File: src/rtl/intr_ctrl_n.sv
// -----------------------------------------------------------------------------
// intr_ctrl_n : N-source interrupt controller feeding one intr_req/intr_ack pair
//
// Requests are synchronised, latched as level or edge per source, masked, and
// arbitrated by fixed or rotating priority. The winning source ID is presented
// on vec_id once the CPU acknowledges, and service ends with an EOI write.
//
// Ports
//   sys_clk   in   1        system clock, rising edge
//   reset     in   1        asynchronous, active-low reset
//   irq_in    in   NUM_SRC  raw interrupt lines (asynchronous)
//   io_cs     in   1        register chip select
//   io_rd     in   1        register read strobe
//   io_wr     in   1        register write strobe
//   io_addr   in   2        0 PENDING(R) 1 MASK(RW) 2 MODE(RW) 3 CTRL(R)/EOI(W)
//   io_din    in   32       write data, low NUM_SRC bits used
//   io_dout   out  32       combinational read data, 0 unless io_cs&io_rd
//   intr_req  out  1        registered request to the CPU
//   intr_ack  in   1        one-cycle acknowledge from the CPU
//   vec_id    out  ID_W     ID of the source in service; NUM_SRC = none/spurious
// -----------------------------------------------------------------------------
module intr_ctrl_n #(
   parameter int NUM_SRC = 8,
   parameter int ID_W    = 4,
   parameter bit ROTATE  = 1'b0
) (
   input  logic               sys_clk,
   input  logic               reset,
   input  logic [NUM_SRC-1:0] irq_in,
   input  logic               io_cs,
   input  logic               io_rd,
   input  logic               io_wr,
   input  logic [1:0]         io_addr,
   input  logic [31:0]        io_din,
   output logic [31:0]        io_dout,
   output logic               intr_req,
   input  logic               intr_ack,
   output logic [ID_W-1:0]    vec_id
);

   typedef enum logic [1:0] {
      ST_IDLE,
      ST_REQ,
      ST_SERVICE
   } state_t;

   localparam logic [ID_W-1:0] ID_NONE = ID_W'(NUM_SRC);
   localparam logic [ID_W-1:0] ID_LAST = ID_W'(NUM_SRC - 1);

   state_t               state_q;
   logic                 intr_req_q;
   logic [ID_W-1:0]      vec_id_q;
   logic [ID_W-1:0]      last_id_q;
   logic [NUM_SRC-1:0]   s1_q, s2_q, s3_q;
   logic [NUM_SRC-1:0]   pend_q, pend_d;
   logic [NUM_SRC-1:0]   mask_q;
   logic [NUM_SRC-1:0]   mode_q;

   logic [NUM_SRC-1:0]   eligible;
   logic [NUM_SRC-1:0]   rise;
   logic [NUM_SRC-1:0]   clr;
   logic [NUM_SRC-1:0]   din_src;
   logic                 any_elig;
   logic                 reg_wr;
   logic                 eoi;
   logic                 grant;
   logic [ID_W-1:0]      start_idx;
   logic [ID_W-1:0]      hi_id, lo_id, winner;
   logic                 hi_found;
   logic                 unused_din;

   assign din_src    = io_din[NUM_SRC-1:0];
   assign unused_din = ^io_din;
   assign reg_wr     = io_cs & io_wr;
   assign eoi        = reg_wr && (io_addr == 2'd3);
   assign eligible   = pend_q & ~mask_q;
   assign any_elig   = |eligible;
   assign rise       = s2_q & ~s3_q;
   assign grant      = (state_q == ST_REQ) && intr_ack && any_elig;

   // Rotating search begins just after the last serviced source; the reset
   // value of last_id (NUM_SRC-1) therefore starts the search at index 0.
   assign start_idx = (!ROTATE || last_id_q == ID_LAST) ? '0 : last_id_q + 1'b1;

   // Descending scan so the lowest qualifying index is the last one written:
   // hi_id is the first eligible at/after start_idx, lo_id the wrap-around one.
   // NOTE: every variable gets a default before any conditional assignment so
   // no latch is inferred in combinational logic.
   always_comb begin
      hi_id    = ID_NONE;
      lo_id    = ID_NONE;
      hi_found = 1'b0;
      for (int i = NUM_SRC - 1; i >= 0; i--) begin
         if (eligible[i]) begin
            if (ID_W'(i) >= start_idx) begin
               hi_id    = ID_W'(i);
               hi_found = 1'b1;
            end else begin
               lo_id = ID_W'(i);
            end
         end
      end
      winner = hi_found ? hi_id : lo_id;
   end

   // Pending next state. An edge arriving in the grant cycle beats the clear;
   // a MODE write drops pending bits whose mode flips.
   always_comb begin
      clr    = '0;
      pend_d = '0;
      for (int i = 0; i < NUM_SRC; i++) begin
         clr[i]    = grant && (winner == ID_W'(i));
         pend_d[i] = mode_q[i] ? ((pend_q[i] & ~clr[i]) | rise[i]) : s2_q[i];
         if (reg_wr && io_addr == 2'd2 && (mode_q[i] != din_src[i])) begin
            pend_d[i] = 1'b0;
         end
      end
   end

   // NOTE: sequential state uses non-blocking assignments only, so every flop
   // samples pre-edge values regardless of statement order.
   always_ff @(posedge sys_clk or negedge reset) begin
      if (!reset) begin
         s1_q   <= '0;
         s2_q   <= '0;
         s3_q   <= '0;
         pend_q <= '0;
         mask_q <= '1;
         mode_q <= '0;
      end else begin
         s1_q   <= irq_in;
         s2_q   <= s1_q;
         s3_q   <= s2_q;
         pend_q <= pend_d;
         if (reg_wr && io_addr == 2'd1) mask_q <= din_src;
         if (reg_wr && io_addr == 2'd2) mode_q <= din_src;
      end
   end

   always_ff @(posedge sys_clk or negedge reset) begin
      if (!reset) begin
         state_q    <= ST_IDLE;
         intr_req_q <= 1'b0;
         vec_id_q   <= ID_NONE;
         last_id_q  <= ID_LAST;
      end else begin
         case (state_q)
            ST_IDLE: begin
               if (any_elig) begin
                  state_q    <= ST_REQ;
                  intr_req_q <= 1'b1;
               end
            end
            ST_REQ: begin
               if (intr_ack) begin
                  // Ack with nothing eligible (masked this cycle) is spurious.
                  state_q    <= ST_SERVICE;
                  intr_req_q <= 1'b0;
                  vec_id_q   <= any_elig ? winner : ID_NONE;
                  if (ROTATE && any_elig) last_id_q <= winner;
               end else if (!any_elig) begin
                  state_q    <= ST_IDLE;
                  intr_req_q <= 1'b0;
               end
            end
            ST_SERVICE: begin
               if (eoi) begin
                  state_q  <= ST_IDLE;
                  vec_id_q <= ID_NONE;
               end
            end
            default: begin
               state_q    <= ST_IDLE;
               intr_req_q <= 1'b0;
               vec_id_q   <= ID_NONE;
            end
         endcase
      end
   end

   always_comb begin
      io_dout = '0;
      if (io_cs && io_rd) begin
         case (io_addr)
            2'd0: io_dout[NUM_SRC-1:0] = pend_q;
            2'd1: io_dout[NUM_SRC-1:0] = mask_q;
            2'd2: io_dout[NUM_SRC-1:0] = mode_q;
            default: begin
               io_dout[31]       = (state_q == ST_SERVICE);
               io_dout[30]       = intr_req_q;
               io_dout[ID_W-1:0] = vec_id_q;
            end
         endcase
      end
   end

   assign intr_req = intr_req_q;
   assign vec_id   = vec_id_q;

endmodule
File: config.mk
export PLATFORM = sky130hd
export DESIGN_NAME = intr_ctrl_n
export DESIGN_NICKNAME = d
export VERILOG_FILES = /design/src/rtl/intr_ctrl_n.sv
export SDC_FILE = /design/constraint.sdc
export NUM_CORES = 1
export LEC_CHECK = 0
export ABC_AREA = 0
export CAP_MARGIN = 40
export CORE_ASPECT_RATIO = 0.9
export CORE_MARGIN = 1.5
export CORE_UTILIZATION = 29
export DETAILED_ROUTE_END_ITERATION = 10
export SYNTH_ARGS = -nofsm -noshare
export SYNTH_HDL_FRONTEND = slang
export SYNTH_SLANG_ARGS = --single-unit
File: constraint.sdc
create_clock -name sys_clk -period 4.1 [get_ports sys_clk]
set_clock_uncertainty 0.15 [all_clocks]
set_input_delay 0.82 -clock sys_clk [delete_from_list [all_inputs] [get_ports sys_clk]]
set_output_delay 0.82 -clock sys_clk [all_outputs]
set_load 0.02 [all_outputs]
==> results of run 1 <==
[cell type report]
| cell class | count | area (um2) |
|---|---|---|
| flip-flops and latches | 55 | 1390 |
| multi-input cells | 179 | 1180 |
| well taps | 122 | 153 |
| inverters | 6 | 22.5 |
| repair buffers | 41 | 410 |
| clock buffers | 8 | 80.1 |
| fillers | 921 | 5850 |
[flip-flops by register name, summed over array words and instances (netlist names)]
register  cells
intr_req      1
mask_q        8
mode_q        8
pend_q        8
s1_q          8
s2_q          8
s3_q          8
state_q       2
vec_id        4
[final timing paths]
path                            start         end  slack [ns]  cells after the start
setup / recovery           io_addr[0]  io_dout[2]        0.42                      5
hold / removal                s1_q[7]     s2_q[7]        0.21                      0
setup reg to reg            mask_q[3]   pend_q[7]        2.23                      5
hold reg to reg               s1_q[7]     s2_q[7]        0.21                      0
max in group asynchronous       reset   mask_q[0]        2.57                      2
min in group asynchronous       reset     s1_q[4]        0.40                      1
[metrics by stage]
step	hold WS (ns)	instances	worst slack, ns	total power, mW	util
after floorplan	0.181	266	1.42	1.06	-
after global placement	0.182	403	0.411	1.20	0.347
after detailed placement	0.185	403	0.412	1.22	0.347
after CTS	0.206	411	0.391	1.52	0.356
after global routing	0.215	411	0.277	1.59	0.356
final	0.205	411	0.424	1.50	0.356
[Yosys cell counts (all sizes together), types with 2 or more instances]
| cell type | number |
|---|---|
| buf | 25 |
| a211oi | 3 |
| inv | 6 |
| nand2 | 46 |
| o221a | 2 |
| nand2b | 11 |
| mux4 | 4 |
| mux2i | 4 |
| nand4 | 2 |
| o2bb2ai | 2 |
| a31oi | 2 |
| dfstp | 9 |
| nand3 | 3 |
| o21ai | 5 |
| nor3 | 2 |
| a21oi | 19 |
| mux2 | 8 |
| dfrtp | 46 |
| o22ai | 4 |
| nor2b | 6 |
| nor2 | 13 |
| a21o | 3 |
[cell families (layout without fill, tap and decap cells)]
kind of cell,count (synthesis),after routing,share of synthesized area
and+or+nand+nor,89,89,0.185
DFF,55,55,0.514
AOI/OAI and AO/OA,51,51,0.135
buffers and inverters,32,55,0.0797
muxes,16,16,0.0815
other,1,22,0.00139
xor gates and xnor gates,1,1,0.00324
[power breakdown]
group,switching [mW],internal (mW)
clock network,0.173,0.122
registers,0.0949,0.650
logic,0.237,0.223
total,0.505,0.995
[layer usage]
metal  vias up  GRT usage  wire length (um)
li1        897          -                 -
met1       933      0.158              2730
met2        57      0.196              2570
met3         2     0.0338               301
met4         0     0.0411                21
met5         -          0                 0
[worst max-delay path: cells and delay by family]
| family | cells | cell delay [ns] |
|---|---|---|
| AND/OR/NAND/NOR | 1 | 0.16 |
| multiplexers | 1 | 0.49 |
| buffers and inverters | 3 | 1.24 |
==> flow_summary.toml, run 1 <==
[detailed_routing]
wl_per_cell_um = 13.7
first_pass_iters = 4
drc = 0
number_of_nets_still_failing_antenna_checks_after_routing = 0
via_count = 1889
totalWireLength_um = 5630
drt_first_iter_violations = 64
via_per_inst = 4.60

[setup_path]
crit_fanout = 13
critPathArrivalTime_ns = 2.71
crit_path_start_kind = "input pin"
crit_type = "in2out"
crit_top_cell = "clkdlybuf4s50_1"
cp.required_ns = 3.13
worstPathCellList = "clkdlybuf4s50_1 -> buf_12 -> mux4_2 -> nor2b_1 -> clkdlybuf4s50_1"
endpoint_kind = "output port"
critical_path.slowest_cell = "clkdlybuf4s50_1"
worst_path_largest_cell_delay_ns = 0.56

[flow_run]
max-cap-violations = 0

[cts]
post_cts_resize_count = 0
ctsRootBufferMaster = "clkbuf_8"
cts_sinks = 55
holdBufCountCts = 0
cts_buffers = 5
ctsHtreeMaxLevel = 2
tritoncts = "done"
cts.reportedPaths.clkPinSlew_ns = 0.09
cts_buffer_depth = 2
clkLatencyLatePin_ns = 0.31
postCtsSetupBuffers = 0

[sta]
final-hold-violation-count = 0
timing.max_slew.rel_slack = 0.542
worst_pin_slew_ns = 0.687
fin_crit_ns = 3.68
slew_violations = 0
setup-tns-final_ns = 0
rsz0062_at_grt = "false"
fmaxAchievable_mhz = 272
period_share = 0.897
timing.final.setup_violations = 0

[cells_and_area]
diodes = 0
drive_gt1_frac = 0.135
final_nets = 336
most_frequent_cells_in_the_layout = "46 x dfrtp_1, 45 x nand2_1, 37 x clkdlybuf4s50_1"
area.growth.synth_to_final_pct = 19.6
mostFrequentLayoutCell = "dfrtp_1"
stdcell_area_um2 = 3230

[synthesis]
synth.cell_area_um2 = 2700
synth_warnings = 0
post_synth_inst_count = 245
ys_top_cells_by_area = "dfrtp_1 43%, dfstp_2 8.8%, buf_4 6.4%, nand2_1 6.3%, a21oi_1 3.5%"
postSynthRegisterBits = 55
synth_top_cell_area_share = 0.426
synth_top_cell_by_area = "dfrtp_1"
synth.avg_cell_area_um2 = 11.0
synth-edff-count = 0
yosysSeqAreaShare = 0.514
netlist-cell-type-count = 51
most_used_flip_flop_cell_after_synthesis = "dfrtp_1"
async_flop_share = 1.00

[place]
placed_cell_area_um2 = 3150
dp.final_hpwl_um = 3960
numPortBuffers = 38
finalWeightedCongestion = 0.787

[grt]
grt_start_max_net_pins = 32
grt_pass1_wl_um = 9340
globalRouteTotalUtil = 0.122
antenna_found_initial = 0
grt_pass1_vias = 1868
gr-total-overflow = 0

[power]
vdd_ir_drop_max_mv = 0.159
power-per-cell-area_nw_per_um2 = 464
power.static_leakage_nw = 1.41

[floorplanning]
core_region_area_um2 = 9080
floorplan_die_height_um = 94.6
chipWidth_um = 105
die-area_um2 = 9900
initial_core_util = 0.297
io_pins = 85
rows = 33

[run_status]
status = "completed"

[worst_hold_path]
hp-class = "reg2reg"
No activity file was read; power rests on OpenSTA's default activity.
==> run 2, diff against run 1 <==
Settings changed: ABC_AREA 0 to 1, CORE_MARGIN 1.5 to 1, DONT_BUFFER_PORTS set to 1.
==> flow_summary.toml, run 2 <==
[cells_and_area]
layout.filler_cells = 985
area_occupied_by_multi_input_gates_um2 = 1050
stdcell_area_um2 = 2860
most_frequent_cells_in_the_layout = "99 x nand2_1, 46 x dfrtp_1, 40 x inv_1"
layout.area.seq_um2 = 1390
final_nets = 373
diodes = 0
area.growth.synth_to_final_pct = 5.11
drive_gt1_frac = 0.141
mostFrequentLayoutCell = "nand2_1"

[synthesis]
yosysSeqAreaShare = 0.510
synth.avg_cell_area_um2 = 8.44
most_used_flip_flop_cell_after_synthesis = "dfrtp_1"
ys_top_cells_by_area = "dfrtp_1 42%, nand2_1 14%, dfstp_2 8.7%, buf_4 6.1%, inv_1 5.5%"
post_synth_inst_count = 322
postSynthRegisterBits = 55
synthMostInstantiatedCell = "nand2_1"
synth.cell_area_um2 = 2720
netlist-cell-type-count = 29
commonest_cells_post_synth = "99 x nand2_1, 46 x dfrtp_1, 40 x inv_1"
synth_warnings = 0
async_flop_share = 1.00
synth_top_cell_area_share = 0.423
synth-edff-count = 0
synth_top_cell_by_area = "dfrtp_1"

[cts]
clkLatencyLatePin_ns = 0.31
ctsHtreeMaxLevel = 2
postCtsSetupBuffers = 0
holdBufCountCts = 0
post_cts_resize_count = 0
cts_buffers = 5
tritoncts = "done"
cts_sinks = 55
cts.reportedPaths.clkPinSlew_ns = 0.10
cts_buffer_depth = 2
ctsRootBufferMaster = "clkbuf_8"

[sta]
period_share = 0.694
timing.max_slew.rel_slack = 0.528
finalWorstSetupSlack_ns = 1.25
setup-tns-final_ns = 0
worst_pin_slew_ns = 0.705
final-hold-violation-count = 0
timing.final.setup_violations = 0
fin_crit_ns = 2.85
rsz0062_at_grt = "false"
fmaxAchievable_mhz = 351
slew_violations = 0

[setup_path]
cp.required_ns = 3.13
worstPathCellList = "nor2_1 -> nand2_1 -> o2111ai_1 -> nand2_1 -> inv_1"
critical_path.slowest_cell = "nor2_1"
endpoint_kind = "output port"
crit_top_cell = "nand2_1"
crit_fanout = 8
cp_top_family = "simple AND/OR/NAND/NOR gates"
worst_path_largest_cell_delay_ns = 0.54
critical_path_buffers_and_inverters = 1
crit_type = "in2out"
critPathArrivalTime_ns = 1.88
crit_path_start_kind = "input pin"

[detailed_routing]
drc = 0
wl_per_cell_um = 11.9
number_of_nets_still_failing_antenna_checks_after_routing = 0
drt_first_iter_violations = 84
first_pass_iters = 4
via_per_inst = 4.24
via_count = 1898
totalWireLength_um = 5340

[grt]
use_met2 = 0.189
antenna_found_initial = 0
grt_pass1_vias = 1733
met1_demand_to_capacity_share_in_global_routing = 0.149
grt_pass1_wl_um = 8670
globalRouteTotalUtil = 0.116
grt_start_max_net_pins = 56
top_usage_layer = "met2"
grt_util_met3 = 0.0333
gr-total-overflow = 0

[power]
net-switching-power_mw = 0.502
combinationalPowerShare = 0.243
power-per-cell-area_nw_per_um2 = 484
vdd_ir_drop_max_mv = 0.165
sequentialPowerShare = 0.539
cell_internal_pwr_mw = 0.882
power.static_leakage_nw = 1.43
clock_power_share = 0.218
p_sw_frac = 0.363

[floorplanning]
core_region_area_um2 = 9130
chipWidth_um = 104
die-area_um2 = 9770
floorplan_die_height_um = 93.9
io_pins = 85
initial_core_util = 0.298
rows = 33

[worst_hold_path]
hp-class = "in2async"

[place]
dp.final_hpwl_um = 3930
finalWeightedCongestion = 0.773
numPortBuffers = 0
placed_cell_area_um2 = 2770
place_ws_ns = 1.20

[flow_run]
max-cap-violations = 0

[run_status]
status = "completed"
[run 2: power groups by stage]
stage | Clock (mW) | Combinational (mW) | Sequential [mW]
2_1_floorplan | 0 | 0.304 | 0.734
6_report | 0.301 | 0.337 | 0.746
3_3_place_gp | 0 | 0.329 | 0.755
3_5_place_dp | 0 | 0.338 | 0.758
4_1_cts | 0.313 | 0.339 | 0.748
5_1_grt | 0.335 | 0.382 | 0.759
[run 2: path summary, 6_finish.rpt]
kind,start,end,slack [ns],cells after the start
max,io_addr[1],io_dout[2],1.25,5
min,reset,s1_q[6],0.04,0
max reg2reg,mask_q[1],pend_q[7],2.40,9
min reg2reg,s1_q[5],s2_q[5],0.20,0
max in group asynchronous,reset,mask_q[1],3.57,0
min in group sys_clk,s1_q[5],s2_q[5],0.20,0
[run 2: per-layer routing]
metal	vias to the layer above	share of wire
met1	880	0.47
met4	0	0.012
met3	7	0.053
li1	954	-
met2	57	0.47
met5	-	0
[run 2: area by class of cell]
type / instances / share of cell area
clock buffers: 5 / 0.0241
clock inverters: 3 / 0.00657
inverters: 47 / 0.0617
multi-input cells: 216 / 0.369
flip-flops and latches: 55 / 0.486
well taps: 122 / 0.0534
[run 2: per-stage QoR]
step	cells	hold slack, ns	utilization	total power, mW
2_1_floorplan	343	0.181	-	1.04
3_3_place_gp	440	0.182	0.304	1.08
3_5_place_dp	440	0.185	0.304	1.10
4_1_cts	448	0.0284	0.313	1.40
5_1_grt	448	0.0141	0.313	1.48
6_report	448	0.0405	0.313	1.38
[run 2: cells by family after synthesis]
group / share of synthesized area
buffers and inverters: 0.131
and+or+nand+nor: 0.244
DFF: 0.510
other: 0.00138
AOI/OAI and AO/OA: 0.0870
xor gates and xnor gates: 0.0258
[run 2: worst reg2reg max path, stage by stage (launching register included)]
cell and delay, ns:
dfstp_2 0.55, inv_1 0.04, nand2_1 0.14, nand2_4 0.10
nor2_8 0.13, nand2_2 0.08, nor2_4 0.12, nand4_1 0.14
nand2_1 0.09, a21oi_1 0.06
==> variant: new RTL, settings of run 2 <==
Set the parameter `ID_W` to 6 (it was 4).
--- a/src/rtl/intr_ctrl_n.sv
+++ b/src/rtl/intr_ctrl_n.sv
@@ -21,7 +21,7 @@
 // -----------------------------------------------------------------------------
 module intr_ctrl_n #(
    parameter int NUM_SRC = 8,
-   parameter int ID_W    = 4,
+   parameter int ID_W    = 6,
    parameter bit ROTATE  = 1'b0
 ) (
    input  logic               sys_clk,
Ports: changed (resized vec_id); port bits go from 85 to 87. No check against the original RTL was run, so the function may have changed too.
==> variant against run 2 <==
- combinational power grew 2%
- area after synthesis up 0.55%
- setup slack better by 0.031 ns
- power is 2.0% higher
- synthesized cell count up 0.62%
- critical endpoint is now io_dout[1]
- critical path depth unchanged
- sequential cell count unchanged
- via count is 2.4% higher
- cell area increased by 1.6%
- global-route usage increased by 0.33 points
- wire length is 2.5% higher
- largest power group unchanged
==> variant: results (changes against run 2) <==
** Critical path
- Reg2Reg Launch Point :: mask_q[1]$_DFFE_PN1P_
- Critical Path Max Stage Delay :: 0.50 ns (-0.04 ns)
- Largest delay share family, worst path :: simple AND/OR/NAND/NOR gates
- The data arrival time of the critical path is 1.85 ns (-0.03 ns).
- Maximum fanout along the worst path :: 8 (unchanged)
- Among all stages on the critical path, the largest delay is contributed by sky130_fd_sc_hd__nor2_1.

** Status
- Status :: finished, final reports clean

** Global route
- The met1 usage came to 0.163 (+0.0134).
- Antenna violations before repair :: 0 (unchanged)
- Global-route wire length before repair :: 8970 um (+3.4%)
- Met3 demand-to-capacity share in global routing :: 0.0340 (+0.000693)
- The global routing usage summed across all routing layers is 0.119 (+0.00334).
- Global Route met2 Usage :: 0.180 (-0.00898)
- The number of global-route vias before repair came to 1865 (+7.6%).

** Routing
- The violation count after the first detailed-routing iteration came to 69 (-18%).
- The count of TritonRoute iterations in the first routing pass came to 4 (unchanged).
- Via density :: 4.29 (+1.2%)
- The wire length reported by the detailed router is 5470 um (+2.5%).

** STA
- Hold Worst Slack :: 0.0332 ns (-0.00724 ns)
- The measured slew at the worst slew-check pin was 0.675 ns (-0.0308 ns).

** Logic synthesis
- Share of synthesized area occupied by flip-flops and latches :: 0.508 (-0.00280)
- In the post-synthesis netlist, the biggest area contributors are sky130_fd_sc_hd__dfrtp_1, sky130_fd_sc_hd__nand2_1, sky130_fd_sc_hd__dfstp_2, sky130_fd_sc_hd__buf_4, sky130_fd_sc_hd__inv_1.
- Post-synth top cells :: sky130_fd_sc_hd__nand2_1, sky130_fd_sc_hd__dfrtp_1, sky130_fd_sc_hd__inv_1

** Clock network
- The maximum number of buffers from clock root to sink is 2 (unchanged).
- The clock transition at the registers of the reported paths was 0.10 ns (about the same).

** Final layout
- The share of final-layout standard cells stronger than drive strength 1 was 0.139 (-0.00213).
- Number of nets at the end of the flow :: 378 (+1.3%)
- The number of filler instances in the final layout is 991 (+0.61%).

** Placed design
- The weighted congestion at the end of routability-driven global placement was 0.779 (+0.78%).
- Area of placed instances :: 2780 sq um (+0.27%)
- The post-DP HPWL was 3860 um (-1.8%).
- Dpl ws :: 1.27 ns (+0.0650 ns)
- The count of input and output buffers came to 0 (unchanged).

** Pwr
- The peak supply drop is 0.175 mV (+6.1%).
- The total leakage power came to 0.00144 uW (+1.2%).
- Power density over cell area :: 486 nW/um^2 (+0.41%)
## variant: cell types whose count changed in the layout (fill, tap and decap cells not counted), sizes merged
cell	change
clkinv	-2
clkinvlp	+1
conb	+2
dlygate4sd3	+3
inv	+1
## variant: logic make-up (layout without fill, tap and decap cells)
kind of cell / Yosys count / count (layout) / synth area share
other cells: 1 / 24 / 0.00137
compound gates: 40 / 40 / 0.0865
xor+xnor: 8 / 8 / 0.0256
simple gates: 146 / 146 / 0.243
flops: 55 / 55 / 0.508
buf+inv: 74 / 58 / 0.136
## variant: metal layers
metal,share of wire,wire [um]
met3,0.063,346
met4,0.0099,54
met2,0.44,2410
met1,0.49,2660
met5,0,0
## variant: repair_timing
action | in CTS | in global routing
endpoints found under the setup margin | 0 | 0
endpoints found under the hold margin | 0 | 12
hold buffers | 0 | 3
## variant: how the worst max path moves through the flow
stage	startpoint	endpoint	slack, ns	cells past startpoint
4_1_cts	io_addr[1]	io_dout[1]	1.26	5
6_report	io_addr[1]	io_dout[1]	1.28	5
2_1_floorplan	io_addr[1]	io_dout[0]	1.63	5
3_3_place_gp	io_addr[1]	io_dout[2]	1.30	5
5_1_grt	io_addr[1]	io_dout[2]	1.16	5
3_5_place_dp	io_addr[1]	io_dout[1]	1.27	5
## variant: worst register-to-register path, cell delays in order (launching register included)
cell                      delay [ns]
sky130_fd_sc_hd__dfstp_2        0.56
sky130_fd_sc_hd__inv_1          0.04
sky130_fd_sc_hd__nand2_1        0.13
sky130_fd_sc_hd__nand2_4        0.10
sky130_fd_sc_hd__nor2_8         0.14
sky130_fd_sc_hd__nand2_2        0.08
sky130_fd_sc_hd__nor2_4         0.12
sky130_fd_sc_hd__nand4_1        0.13
sky130_fd_sc_hd__nand2_1        0.09
sky130_fd_sc_hd__a21oi_1        0.06
## variant: report_power, final
part	total, uW	switching (uW)	leakage, uW	internal [uW]
registers	745	104	0.000645	641
logic	344	221	0.000753	122
clock network	323	196	0.0000467	127
total	1410	522	0.00144	890
## variant: area by class of cell
cell class | count | area share
flip-flops and latches | 55 | 0.478
multi-input cells | 218 | 0.365
inverters | 47 | 0.0607
well taps | 122 | 0.0526
clock buffers | 5 | 0.0237
repair buffers | 3 | 0.0103
clock inverters | 3 | 0.00948
## variant: stage by stage
step | total power [uW] | cells
final | 1410 | 453
after detailed placement | 1100 | 442
after global routing | 1510 | 453
after floorplan | 1040 | 347
after global placement | 1080 | 442
after CTS | 1420 | 450
